## src/rtl/alu_control_word_executor_if.sv

```systemverilog
// Bus bundle for the ALU control-word executor: decoder handshake, register file,
// ALU and memory/stack ports. The executor uses the slave modport; its environment uses master.
interface alu_control_word_executor_if;
  logic        cw_valid;
  logic        cw_ready;
  logic [54:0] control_word;
  logic [3:0]  rf_ra;
  logic [3:0]  rf_rb;
  logic [3:0]  rf_rc;
  logic [15:0] rf_da;
  logic [15:0] rf_db;
  logic [15:0] rf_dc;
  logic        alu_start;
  logic [3:0]  alu_op_out;
  logic [15:0] alu_a;
  logic [15:0] alu_b;
  logic        alu_done;
  logic [15:0] alu_result;
  logic        mem_req;
  logic        mem_we;
  logic        mem_stk;
  logic [15:0] mem_addr;
  logic [15:0] mem_wdata;
  logic        mem_ack;
  logic [15:0] mem_rdata;
  logic        rf_we;
  logic [3:0]  rf_waddr;
  logic [15:0] rf_wdata;
  logic        pc_increment;
  logic        busy;
  logic        err;

  modport slave (
    input  cw_valid, control_word, rf_da, rf_db, rf_dc,
           alu_done, alu_result, mem_ack, mem_rdata,
    output cw_ready, rf_ra, rf_rb, rf_rc, alu_start, alu_op_out, alu_a, alu_b,
           mem_req, mem_we, mem_stk, mem_addr, mem_wdata,
           rf_we, rf_waddr, rf_wdata, pc_increment, busy, err
  );

  modport master (
    output cw_valid, control_word, rf_da, rf_db, rf_dc,
           alu_done, alu_result, mem_ack, mem_rdata,
    input  cw_ready, rf_ra, rf_rb, rf_rc, alu_start, alu_op_out, alu_a, alu_b,
           mem_req, mem_we, mem_stk, mem_addr, mem_wdata,
           rf_we, rf_waddr, rf_wdata, pc_increment, busy, err
  );
endinterface

```

## src/rtl/alu_control_word_executor.sv

```systemverilog
// Executes one 55-bit ALU control word: register read, ALU handshake, optional memory/stack
// transaction, writeback and PC increment. Define ALU_EXEC_TIMEOUT_EN to add the EXEC/MEM watchdog.
//
// state    | meaning
// ---------+---------------------------------------------------------------
// S_IDLE   | ready for a control word
// S_READ   | register-file read, operand and store-data capture
// S_EXEC   | ALU start pulse, then wait for alu_done
// S_MEM    | memory/stack request held until mem_ack
// S_WB     | register writeback strobe
// S_RETIRE | optional PC increment, err pulse for illegal/timed-out words
module alu_control_word_executor #(
  parameter int TIMEOUT_CYCLES = 255
) (
  input logic                        clk,
  input logic                        reset,
  alu_control_word_executor_if.slave bus
);

  typedef enum logic [2:0] {
    S_IDLE, S_READ, S_EXEC, S_MEM, S_WB, S_RETIRE
  } state_t;

  state_t      r_state;
  state_t      w_next;
  logic [54:0] r_cw;
  logic [15:0] r_a;
  logic [15:0] r_b;
  logic [15:0] r_st;
  logic [15:0] r_result;
  logic [15:0] r_rdata;
  logic        r_exec_first;
  logic        r_err;
  logic        w_err_set;
  logic        w_accept;
  logic        w_in_illegal;
  logic        w_tmo_hit;
  logic        w_alu_seen;

  logic        w_pc_inc;
  logic [3:0]  w_alu_op;
  logic [15:0] w_a_altern;
  logic [15:0] w_b_altern;
  logic [3:0]  w_a_sel;
  logic [3:0]  w_b_sel;
  logic        w_a_src;
  logic        w_b_src;
  logic [3:0]  w_out_sel;
  logic [1:0]  w_load_src;
  logic        w_store_mem;
  logic        w_store_stk;

  assign {w_pc_inc, w_alu_op, w_a_altern, w_b_altern, w_a_sel, w_b_sel,
          w_a_src, w_b_src, w_out_sel, w_load_src, w_store_mem, w_store_stk} = r_cw;

  assign w_accept     = bus.cw_valid & bus.cw_ready;
  assign w_in_illegal = (bus.control_word[1] & bus.control_word[0]) |
                        ((bus.control_word[1] | bus.control_word[0]) &
                         (bus.control_word[3:2] != 2'b00));
  // The done seen during the start pulse belongs to a previous operation.
  assign w_alu_seen   = bus.alu_done & ~r_exec_first;

`ifdef ALU_EXEC_TIMEOUT_EN
  localparam int TW = ($clog2(TIMEOUT_CYCLES + 1) > 8) ? $clog2(TIMEOUT_CYCLES + 1) : 8;
  localparam logic [TW-1:0] TMO_LOAD = TW'(TIMEOUT_CYCLES - 1);

  logic [TW-1:0] r_tmo_cnt;

  // Down-counter reloads on every state change; terminal count marks the timeout.
  always_ff @(posedge clk or posedge reset) begin
    if (reset) begin
      r_tmo_cnt <= TMO_LOAD;
    end else if (w_next != r_state) begin
      r_tmo_cnt <= TMO_LOAD;
    end else if (r_tmo_cnt != '0) begin
      r_tmo_cnt <= r_tmo_cnt - 1'b1;
    end
  end

  assign w_tmo_hit = (r_tmo_cnt == '0);
`else
  logic w_unused_tmo;
  assign w_unused_tmo = (TIMEOUT_CYCLES == 0);
  assign w_tmo_hit    = 1'b0;
`endif

  always_comb begin
    w_next    = r_state;
    w_err_set = 1'b0;
    case (r_state)
      S_IDLE: begin
        if (w_accept) begin
          w_next    = w_in_illegal ? S_RETIRE : S_READ;
          w_err_set = w_in_illegal;
        end
      end
      S_READ: w_next = S_EXEC;
      S_EXEC: begin
        if (w_alu_seen) begin
          if (w_store_mem | w_store_stk | w_load_src[1]) w_next = S_MEM;
          else if (w_load_src == 2'b01)                  w_next = S_WB;
          else                                           w_next = S_RETIRE;
        end else if (w_tmo_hit) begin
          w_next    = S_RETIRE;
          w_err_set = 1'b1;
        end
      end
      S_MEM: begin
        if (bus.mem_ack) begin
          w_next = (w_load_src != 2'b00) ? S_WB : S_RETIRE;
        end else if (w_tmo_hit) begin
          w_next    = S_RETIRE;
          w_err_set = 1'b1;
        end
      end
      S_WB:     w_next = S_RETIRE;
      S_RETIRE: w_next = S_IDLE;
      default:  w_next = S_IDLE;
    endcase
  end

  always_ff @(posedge clk or posedge reset) begin
    if (reset) begin
      r_state      <= S_IDLE;
      r_cw         <= '0;
      r_a          <= '0;
      r_b          <= '0;
      r_st         <= '0;
      r_result     <= '0;
      r_rdata      <= '0;
      r_exec_first <= 1'b0;
      r_err        <= 1'b0;
    end else begin
      r_state      <= w_next;
      r_err        <= w_err_set;
      r_exec_first <= (r_state == S_READ);
      if (w_accept) r_cw <= bus.control_word;
      if (r_state == S_READ) begin
        r_a  <= w_a_src ? w_a_altern : bus.rf_da;
        r_b  <= w_b_src ? w_b_altern : bus.rf_db;
        r_st <= bus.rf_dc;
      end
      if ((r_state == S_EXEC) && w_alu_seen) r_result <= bus.alu_result;
      if ((r_state == S_MEM) && bus.mem_ack) r_rdata  <= bus.mem_rdata;
    end
  end

  // Outputs are decoded from state so reset drops every strobe immediately.
  always_comb begin
    bus.cw_ready     = (r_state == S_IDLE) & ~reset;
    bus.busy         = (r_state != S_IDLE);
    bus.err          = r_err;
    bus.rf_ra        = '0;
    bus.rf_rb        = '0;
    bus.rf_rc        = '0;
    bus.alu_start    = 1'b0;
    bus.alu_op_out   = '0;
    bus.alu_a        = '0;
    bus.alu_b        = '0;
    bus.mem_req      = 1'b0;
    bus.mem_we       = 1'b0;
    bus.mem_stk      = 1'b0;
    bus.mem_addr     = '0;
    bus.mem_wdata    = '0;
    bus.rf_we        = 1'b0;
    bus.rf_waddr     = '0;
    bus.rf_wdata     = '0;
    bus.pc_increment = 1'b0;
    case (r_state)
      S_READ: begin
        bus.rf_ra = w_a_sel;
        bus.rf_rb = w_b_sel;
        bus.rf_rc = w_out_sel;
      end
      S_EXEC: begin
        bus.alu_start  = r_exec_first;
        bus.alu_op_out = w_alu_op;
        bus.alu_a      = r_a;
        bus.alu_b      = r_b;
      end
      S_MEM: begin
        bus.mem_req   = 1'b1;
        bus.mem_we    = w_store_mem | w_store_stk;
        bus.mem_stk   = w_store_stk | (w_load_src == 2'b11);
        bus.mem_addr  = r_result;
        bus.mem_wdata = r_st;
      end
      S_WB: begin
        bus.rf_we    = 1'b1;
        bus.rf_waddr = w_out_sel;
        bus.rf_wdata = (w_load_src == 2'b01) ? r_result : r_rdata;
      end
      S_RETIRE: bus.pc_increment = w_pc_inc;
      default: ;
    endcase
  end

endmodule

```

## src/flat_wrapper.sv

```systemverilog
// flat-port wrapper written by rule: the top's interface ports become plain ports
module alu_control_word_executor_flat 
#(
  parameter int TIMEOUT_CYCLES = 255
)
  (clk, reset, bus_cw_valid, bus_control_word, bus_rf_da, bus_rf_db, bus_rf_dc, bus_alu_done, bus_alu_result, bus_mem_ack, bus_mem_rdata, bus_cw_ready, bus_rf_ra, bus_rf_rb, bus_rf_rc, bus_alu_start, bus_alu_op_out, bus_alu_a, bus_alu_b, bus_mem_req, bus_mem_we, bus_mem_stk, bus_mem_addr, bus_mem_wdata, bus_rf_we, bus_rf_waddr, bus_rf_wdata, bus_pc_increment, bus_busy, bus_err);
  alu_control_word_executor_if bus_i ();
  input logic clk;
  input logic reset;
  input wire logic [$bits(bus_i.cw_valid)-1:0] bus_cw_valid;
  input wire logic [$bits(bus_i.control_word)-1:0] bus_control_word;
  input wire logic [$bits(bus_i.rf_da)-1:0] bus_rf_da;
  input wire logic [$bits(bus_i.rf_db)-1:0] bus_rf_db;
  input wire logic [$bits(bus_i.rf_dc)-1:0] bus_rf_dc;
  input wire logic [$bits(bus_i.alu_done)-1:0] bus_alu_done;
  input wire logic [$bits(bus_i.alu_result)-1:0] bus_alu_result;
  input wire logic [$bits(bus_i.mem_ack)-1:0] bus_mem_ack;
  input wire logic [$bits(bus_i.mem_rdata)-1:0] bus_mem_rdata;
  output wire logic [$bits(bus_i.cw_ready)-1:0] bus_cw_ready;
  output wire logic [$bits(bus_i.rf_ra)-1:0] bus_rf_ra;
  output wire logic [$bits(bus_i.rf_rb)-1:0] bus_rf_rb;
  output wire logic [$bits(bus_i.rf_rc)-1:0] bus_rf_rc;
  output wire logic [$bits(bus_i.alu_start)-1:0] bus_alu_start;
  output wire logic [$bits(bus_i.alu_op_out)-1:0] bus_alu_op_out;
  output wire logic [$bits(bus_i.alu_a)-1:0] bus_alu_a;
  output wire logic [$bits(bus_i.alu_b)-1:0] bus_alu_b;
  output wire logic [$bits(bus_i.mem_req)-1:0] bus_mem_req;
  output wire logic [$bits(bus_i.mem_we)-1:0] bus_mem_we;
  output wire logic [$bits(bus_i.mem_stk)-1:0] bus_mem_stk;
  output wire logic [$bits(bus_i.mem_addr)-1:0] bus_mem_addr;
  output wire logic [$bits(bus_i.mem_wdata)-1:0] bus_mem_wdata;
  output wire logic [$bits(bus_i.rf_we)-1:0] bus_rf_we;
  output wire logic [$bits(bus_i.rf_waddr)-1:0] bus_rf_waddr;
  output wire logic [$bits(bus_i.rf_wdata)-1:0] bus_rf_wdata;
  output wire logic [$bits(bus_i.pc_increment)-1:0] bus_pc_increment;
  output wire logic [$bits(bus_i.busy)-1:0] bus_busy;
  output wire logic [$bits(bus_i.err)-1:0] bus_err;
  assign bus_i.cw_valid = bus_cw_valid;
  assign bus_i.control_word = bus_control_word;
  assign bus_i.rf_da = bus_rf_da;
  assign bus_i.rf_db = bus_rf_db;
  assign bus_i.rf_dc = bus_rf_dc;
  assign bus_i.alu_done = bus_alu_done;
  assign bus_i.alu_result = bus_alu_result;
  assign bus_i.mem_ack = bus_mem_ack;
  assign bus_i.mem_rdata = bus_mem_rdata;
  assign bus_cw_ready = bus_i.cw_ready;
  assign bus_rf_ra = bus_i.rf_ra;
  assign bus_rf_rb = bus_i.rf_rb;
  assign bus_rf_rc = bus_i.rf_rc;
  assign bus_alu_start = bus_i.alu_start;
  assign bus_alu_op_out = bus_i.alu_op_out;
  assign bus_alu_a = bus_i.alu_a;
  assign bus_alu_b = bus_i.alu_b;
  assign bus_mem_req = bus_i.mem_req;
  assign bus_mem_we = bus_i.mem_we;
  assign bus_mem_stk = bus_i.mem_stk;
  assign bus_mem_addr = bus_i.mem_addr;
  assign bus_mem_wdata = bus_i.mem_wdata;
  assign bus_rf_we = bus_i.rf_we;
  assign bus_rf_waddr = bus_i.rf_waddr;
  assign bus_rf_wdata = bus_i.rf_wdata;
  assign bus_pc_increment = bus_i.pc_increment;
  assign bus_busy = bus_i.busy;
  assign bus_err = bus_i.err;
  alu_control_word_executor #(.TIMEOUT_CYCLES(TIMEOUT_CYCLES)) u_core (.clk(clk), .reset(reset), .bus(bus_i));
endmodule
```

## config.mk

```make
export PLATFORM = sky130hd
export DESIGN_NAME = alu_control_word_executor_flat
export DESIGN_NICKNAME = d
export VERILOG_FILES = /design/src/rtl/alu_control_word_executor_if.sv /design/src/rtl/alu_control_word_executor.sv /design/src/flat_wrapper.sv
export SDC_FILE = /design/constraint.sdc
export NUM_CORES = 1
export LEC_CHECK = 0
export ABC_CLOCK_PERIOD_IN_PS = 12400
export CAP_MARGIN = 20
export CORE_MARGIN = 3
export CORE_UTILIZATION = 48
export CTS_CLUSTER_DIAMETER = 40
export DETAILED_ROUTE_END_ITERATION = 6
export PLACE_DENSITY = 0.95
export SYNTH_ARGS = -nofsm -noshare
export SYNTH_HDL_FRONTEND = slang
export SYNTH_SLANG_ARGS = --single-unit
```

## constraint.sdc

```tcl
create_clock -name clk -period 12.4 [get_ports clk]
set_input_delay 1.24 -clock clk [delete_from_list [all_inputs] [get_ports clk]]
set_output_delay 1.24 -clock clk [all_outputs]
set_load 0.02 [all_outputs]
```

* Yosys cells after proc, flatten, opt, wreduce, memory -nomap -nowiden
Cells that the tools add are included. W data, S select, Z words.
Word-level totals: word-level logic and storage cells 67, register bits after elaboration 140, input bits 140
Operators by class: reduce and logical (&&, ||, !) cells 7, mux-type cells 29, equality and inequality tests 10, bitwise gates (word level) 12
Operator list (count):
- $mux W16 | 8
- $mux W4 | 5
- $mux W3 | 5
- $pmux W3 S5 | 1
- $mux W1 | 10
- $eq A3 B2 Y1 const B | 2
- $eq A3 B3 Y1 const B | 2
- $and A1 B1 Y1 | 5
- $or A1 B1 Y1 | 5
- $ne A2 B1 Y1 const B | 2
- $reduce_bool A2 Y1 | 2
- $eq A3 B1 Y1 const B | 1
- $logic_not A3 Y1 | 1
- $reduce_and A3 Y1 | 1
- $reduce_bool A3 Y1 | 1
- $eq A2 B1 Y1 const B | 1
- $eq A2 B2 Y1 const B | 1
- $logic_and A1 B1 Y1 | 2
- $ne A2 B2 Y1 const B | 1
- $not A1 Y1 | 2

* Depth between registers and ports, before layout
depth after elaboration 6, mapped depth 6, mapped depth without buffers 5

* Least setup slack after synthesis
Ideal clock, no wire load.
kind input to output, from input port reset, to output port bus_cw_ready, data required time 11160 ps, buffers on the path 0, stages 1, data arrival time 1533 ps, slack 9627 ps, cell sequence nor2_1
On the way: word-level cells in the longest chain between the ends 2
RTL lines:
- start, declared | RTL line flat_wrapper.sv:9 | input logic reset;
- $not A1 Y1 | RTL line alu_control_word_executor.sv:150 | bus.cw_ready = (r_state == S_IDLE) & ~reset;
- $and A1 B1 Y1 | RTL line alu_control_word_executor.sv:150
- end, declared | RTL line flat_wrapper.sv:19 | output wire logic [$bits(bus_i.cw_ready)-1:0] bus_cw_ready;
No other way between the ends.

* Worst setup path after layout
from register u_core.r_state[0], to output port bus_rf_wdata[9]
On the way: word-level cells in the longest chain between the ends 2
RTL lines:
- start, declared | RTL line alu_control_word_executor.sv:24 | state_t r_state;
- start signal, assigned | RTL line alu_control_word_executor.sv:134 | r_state <= w_next;
- $eq A3 B3 Y1 | RTL line alu_control_word_executor.sv:169 | case (r_state)
- $mux W16 | RTL line alu_control_word_executor.sv:169
- end, declared | RTL line flat_wrapper.sv:34 | output wire logic [$bits(bus_i.rf_wdata)-1:0] bus_rf_wdata;
No other way between the ends.

==> impl_metrics.csv <==
group,metric,value,unit
status,outcome,"completed",
power,power_density,248,mW/mm²
global_routing,grt_max_degree,76,
cells_and_area,antenna_cells,0,
synthesis,synth_largest_area_cell,"dfrtp_1",
clock_network,cts_hold_buf,0,
routing,drtPass1Iterations,4,
setup_path,critPathArrivalTime,2.93,ns
clock_network,clock_latency,0.42,ns
synthesis,ys_seq_area_frac,0.528,
synthesis,synth_seq_cells,140,
clock_network,clk_pin_slew,0.06,ns
timing,fin_worst_skew,0.00968,ns
synthesis,synth_edf_count,0,
setup_path,start_kind,"flop",
timing,fin_ws,8.23,ns
cells_and_area,areaGrowthSynthToFinish,47.4,%
setup_path,endpoint_kind,"output pin",
synthesis,ys_types,34,
timing,period_needed,4.17,ns
cells_and_area,utilization,0.730,
global_routing,grt_usage,0.244,
clock_network,cts.sinks,140,
routing,wirelength,18.4,mm
timing,hold_violations,0,
timing,slew_headroom,0.299,
timing,tns,0,ns
die,die_x,124,µm
clock_network,htree_levels,4,
routing,post_drt_via_cell_ratio,5.16,
clock_network,cts_resized,0,
place,gp_congestion,0.832,
setup_path,cp_max_fo,18,
setup_path,r2r_end,"u_core.r_rdata[1]",
place,portBuffers,248,
power,leakage,4.28,nW
power,p_sw_frac,0.344,
die,core,0.0134,mm²
global_routing,grt-ovfl-total,0,
worst_hold_path,hold_depth,1,
die,rows,42,
clock_network,cts-root-buf,"clkbuf_16",
clock_network,clockBufferDepth,2,
place,hpwl,12.8,mm
power,p_int,0.00159,W
die,start_util,0.495,
setup_path,required,11.16,ns
routing,drc,0,
routing,drtIter0Drc,329,
power,power.share.clock,0.220,
power,pwr-share-comb,0.427,
synthesis,netlist.area_leader.share,0.528,
routing,antenna_left,0,
timing,worst_slew_pin_slew,1.05,ns
routing,routed-via-count,5046,
synthesis,avgSynthCellArea,12.0,µm²
worst_hold_path,min_to,"u_core.r_st[2]",
global_routing,antenna_found_initial,0,
die,die_area,0.0153,mm²
flow_run,cap_violations,0,
setup_path,criticalPathCategory,"reg -> out",
setup_path,rrSetupSlack,9.75,ns
synthesis,synth_area,0.00664,mm²
synthesis,syn_nets,694,
timing,rsz0062_at_grt,"false",
worst_hold_path,holdCritStartpoint,"u_core.r_st[2]",
global_routing,grt_pass1_wl,28.4,mm
die,io_pins,249,
timing,fmax,240,MHz
timing,fin_crit_sh,0.336,
power,p_sw,0.000835,W
setup_path,r2r-start,"u_core.r_state[2]",
cells_and_area,drive_above_1_share,0.182,
synthesis,synth_ff_type,"dfrtp_1",
synthesis,synth_cells,554,
synthesis,yosys_warnings,0,
die,die_y,124,µm
timing,slew_viol_final,0,
power,irDropWorstVdd,0.144,mV
power,seqPwrFrac,0.353,
synthesis,synth_area_leaders,"dfrtp_1 53%, mux2_2 11%, mux2_4 8.8%",
clock_network,postCtsSetupBuffers,0,
global_routing,grt_pass1_vias,5351,
clock_network,cts_buffers,17,
synthesis,synth-async-reset-ratio,1.00,
cells_and_area,layout.nets,929,
worst_hold_path,hp-class,"reg -> reg",
timing,setup_viol,0,
place,dp_slack,8.67,ns
routing,wl_per_cell,18.8,µm
setup_path,reg2reg_depth,5,
clock_network,cts_tree,"built",
[layout by cell type (no fill, tap or decap), types with 2 or more instances in the layout]
cell type | synthesis | final
mux2i_1 | 32 | 32
and3_1 | 5 | 5
mux2_2 | 64 | 64
o21ai_0 | 3 | 3
bufinv_16 | 0 | 4
clkbuf_8 | 0 | 2
clkinvlp_4 | 0 | 4
clkbuf_16 | 0 | 17
nor2b_1 | 2 | 2
clkinv_2 | 0 | 4
inv_1 | 4 | 3
nor2_1 | 40 | 40
nor3b_2 | 0 | 2
buf_4 | 0 | 5
a21o_1 | 2 | 2
nand2_1 | 36 | 36
a21oi_1 | 50 | 50
and2b_1 | 3 | 3
dfrtp_1 | 140 | 140
mux2_4 | 39 | 39
clkdlybuf4s50_1 | 0 | 248
and2_1 | 81 | 81
[flip-flops by register name, indices dropped and copies added (netlist names)]
signal,count
u_core.r_b,16
u_core.r_a,16
u_core.r_result,16
u_core.r_exec_first,1
u_core.r_rdata,16
u_core.r_state,3
u_core.r_cw,55
u_core.bus.err,1
u_core.r_st,16
[cells in the mapped netlist, drive strengths merged, types with 4 or more instances]
library cell / n
dfrtp: 140
mux2: 103
and2: 81
a21oi: 50
nor2: 40
nand2: 37
mux2i: 32
buf: 21
clkbuf: 16
and3: 5
inv: 4
[power groups by stage]
stage	Combinational [W]	Sequential [W]	Clock (W)
floorplan	0.000730	0.000778	0
global placement	0.000999	0.000845	0
detailed placement	0.00104	0.000859	0
CTS	0.00105	0.000856	0.000542
global route	0.00111	0.000889	0.000564
finish	0.00104	0.000859	0.000535
[cells by family after synthesis]
family	count (synthesis)	synth area share
simple gates	176	0.140
flops	140	0.528
compound gates	62	0.0509
mux	135	0.245
buf+inv	41	0.0368
[critical path: stages, from the launching register on]
cell	delay, ns
dfrtp_1	0.49
nor2_1	0.42
nand2_1	0.59
a21oi_1	0.35
clkdlybuf4s50_1	0.66
[worst max path at each step]
stage | start | endpoint | slack [ns] | cells after the start
finish | u_core.r_state[0] | bus_rf_wdata[9] | 8.23 | 4
global route | u_core.r_state[2] | bus_mem_wdata[0] | 8.09 | 5
CTS | u_core.r_state[2] | bus_mem_wdata[0] | 8.24 | 5
detailed placement | reset | bus_cw_ready | 8.67 | 3
global placement | reset | bus_cw_ready | 8.68 | 3
floorplan | reset | u_core.bus.err | 7.41 | 1
[cell type report]
class | instances | area [µm²]
well taps | 176 | 220
multi-input cells | 373 | 2900
clock buffers | 19 | 453
clock inverters | 12 | 170
flip-flops and latches | 140 | 3500
fillers | 885 | 3610
inverters | 4 | 20.0
repair buffers | 253 | 2520
[layer usage]
| metal | up-vias | global-route usage | part of all wire |
|---|---|---|---|
| met3 | 42 | 0.0668 | 0.060 |
| met1 | 2478 | 0.287 | 0.39 |
| met5 | - | 0 | 0 |
| met4 | 0 | 0.110 | 0.033 |
| met2 | 189 | 0.416 | 0.51 |
| li1 | 2337 | - | - |
[metrics by stage]
step	total power [W]	instance area [µm²]	cells	hold WS [ns]
after floorplan	0.00151	6640	554	0.470
after global placement	0.00184	9170	946	0.479
after detailed placement	0.00190	9170	946	0.485
after CTS	0.00244	9790	977	0.500
after global routing	0.00257	9790	977	0.514
final	0.00243	9790	977	0.496
(Power assumes the default switching activity.)
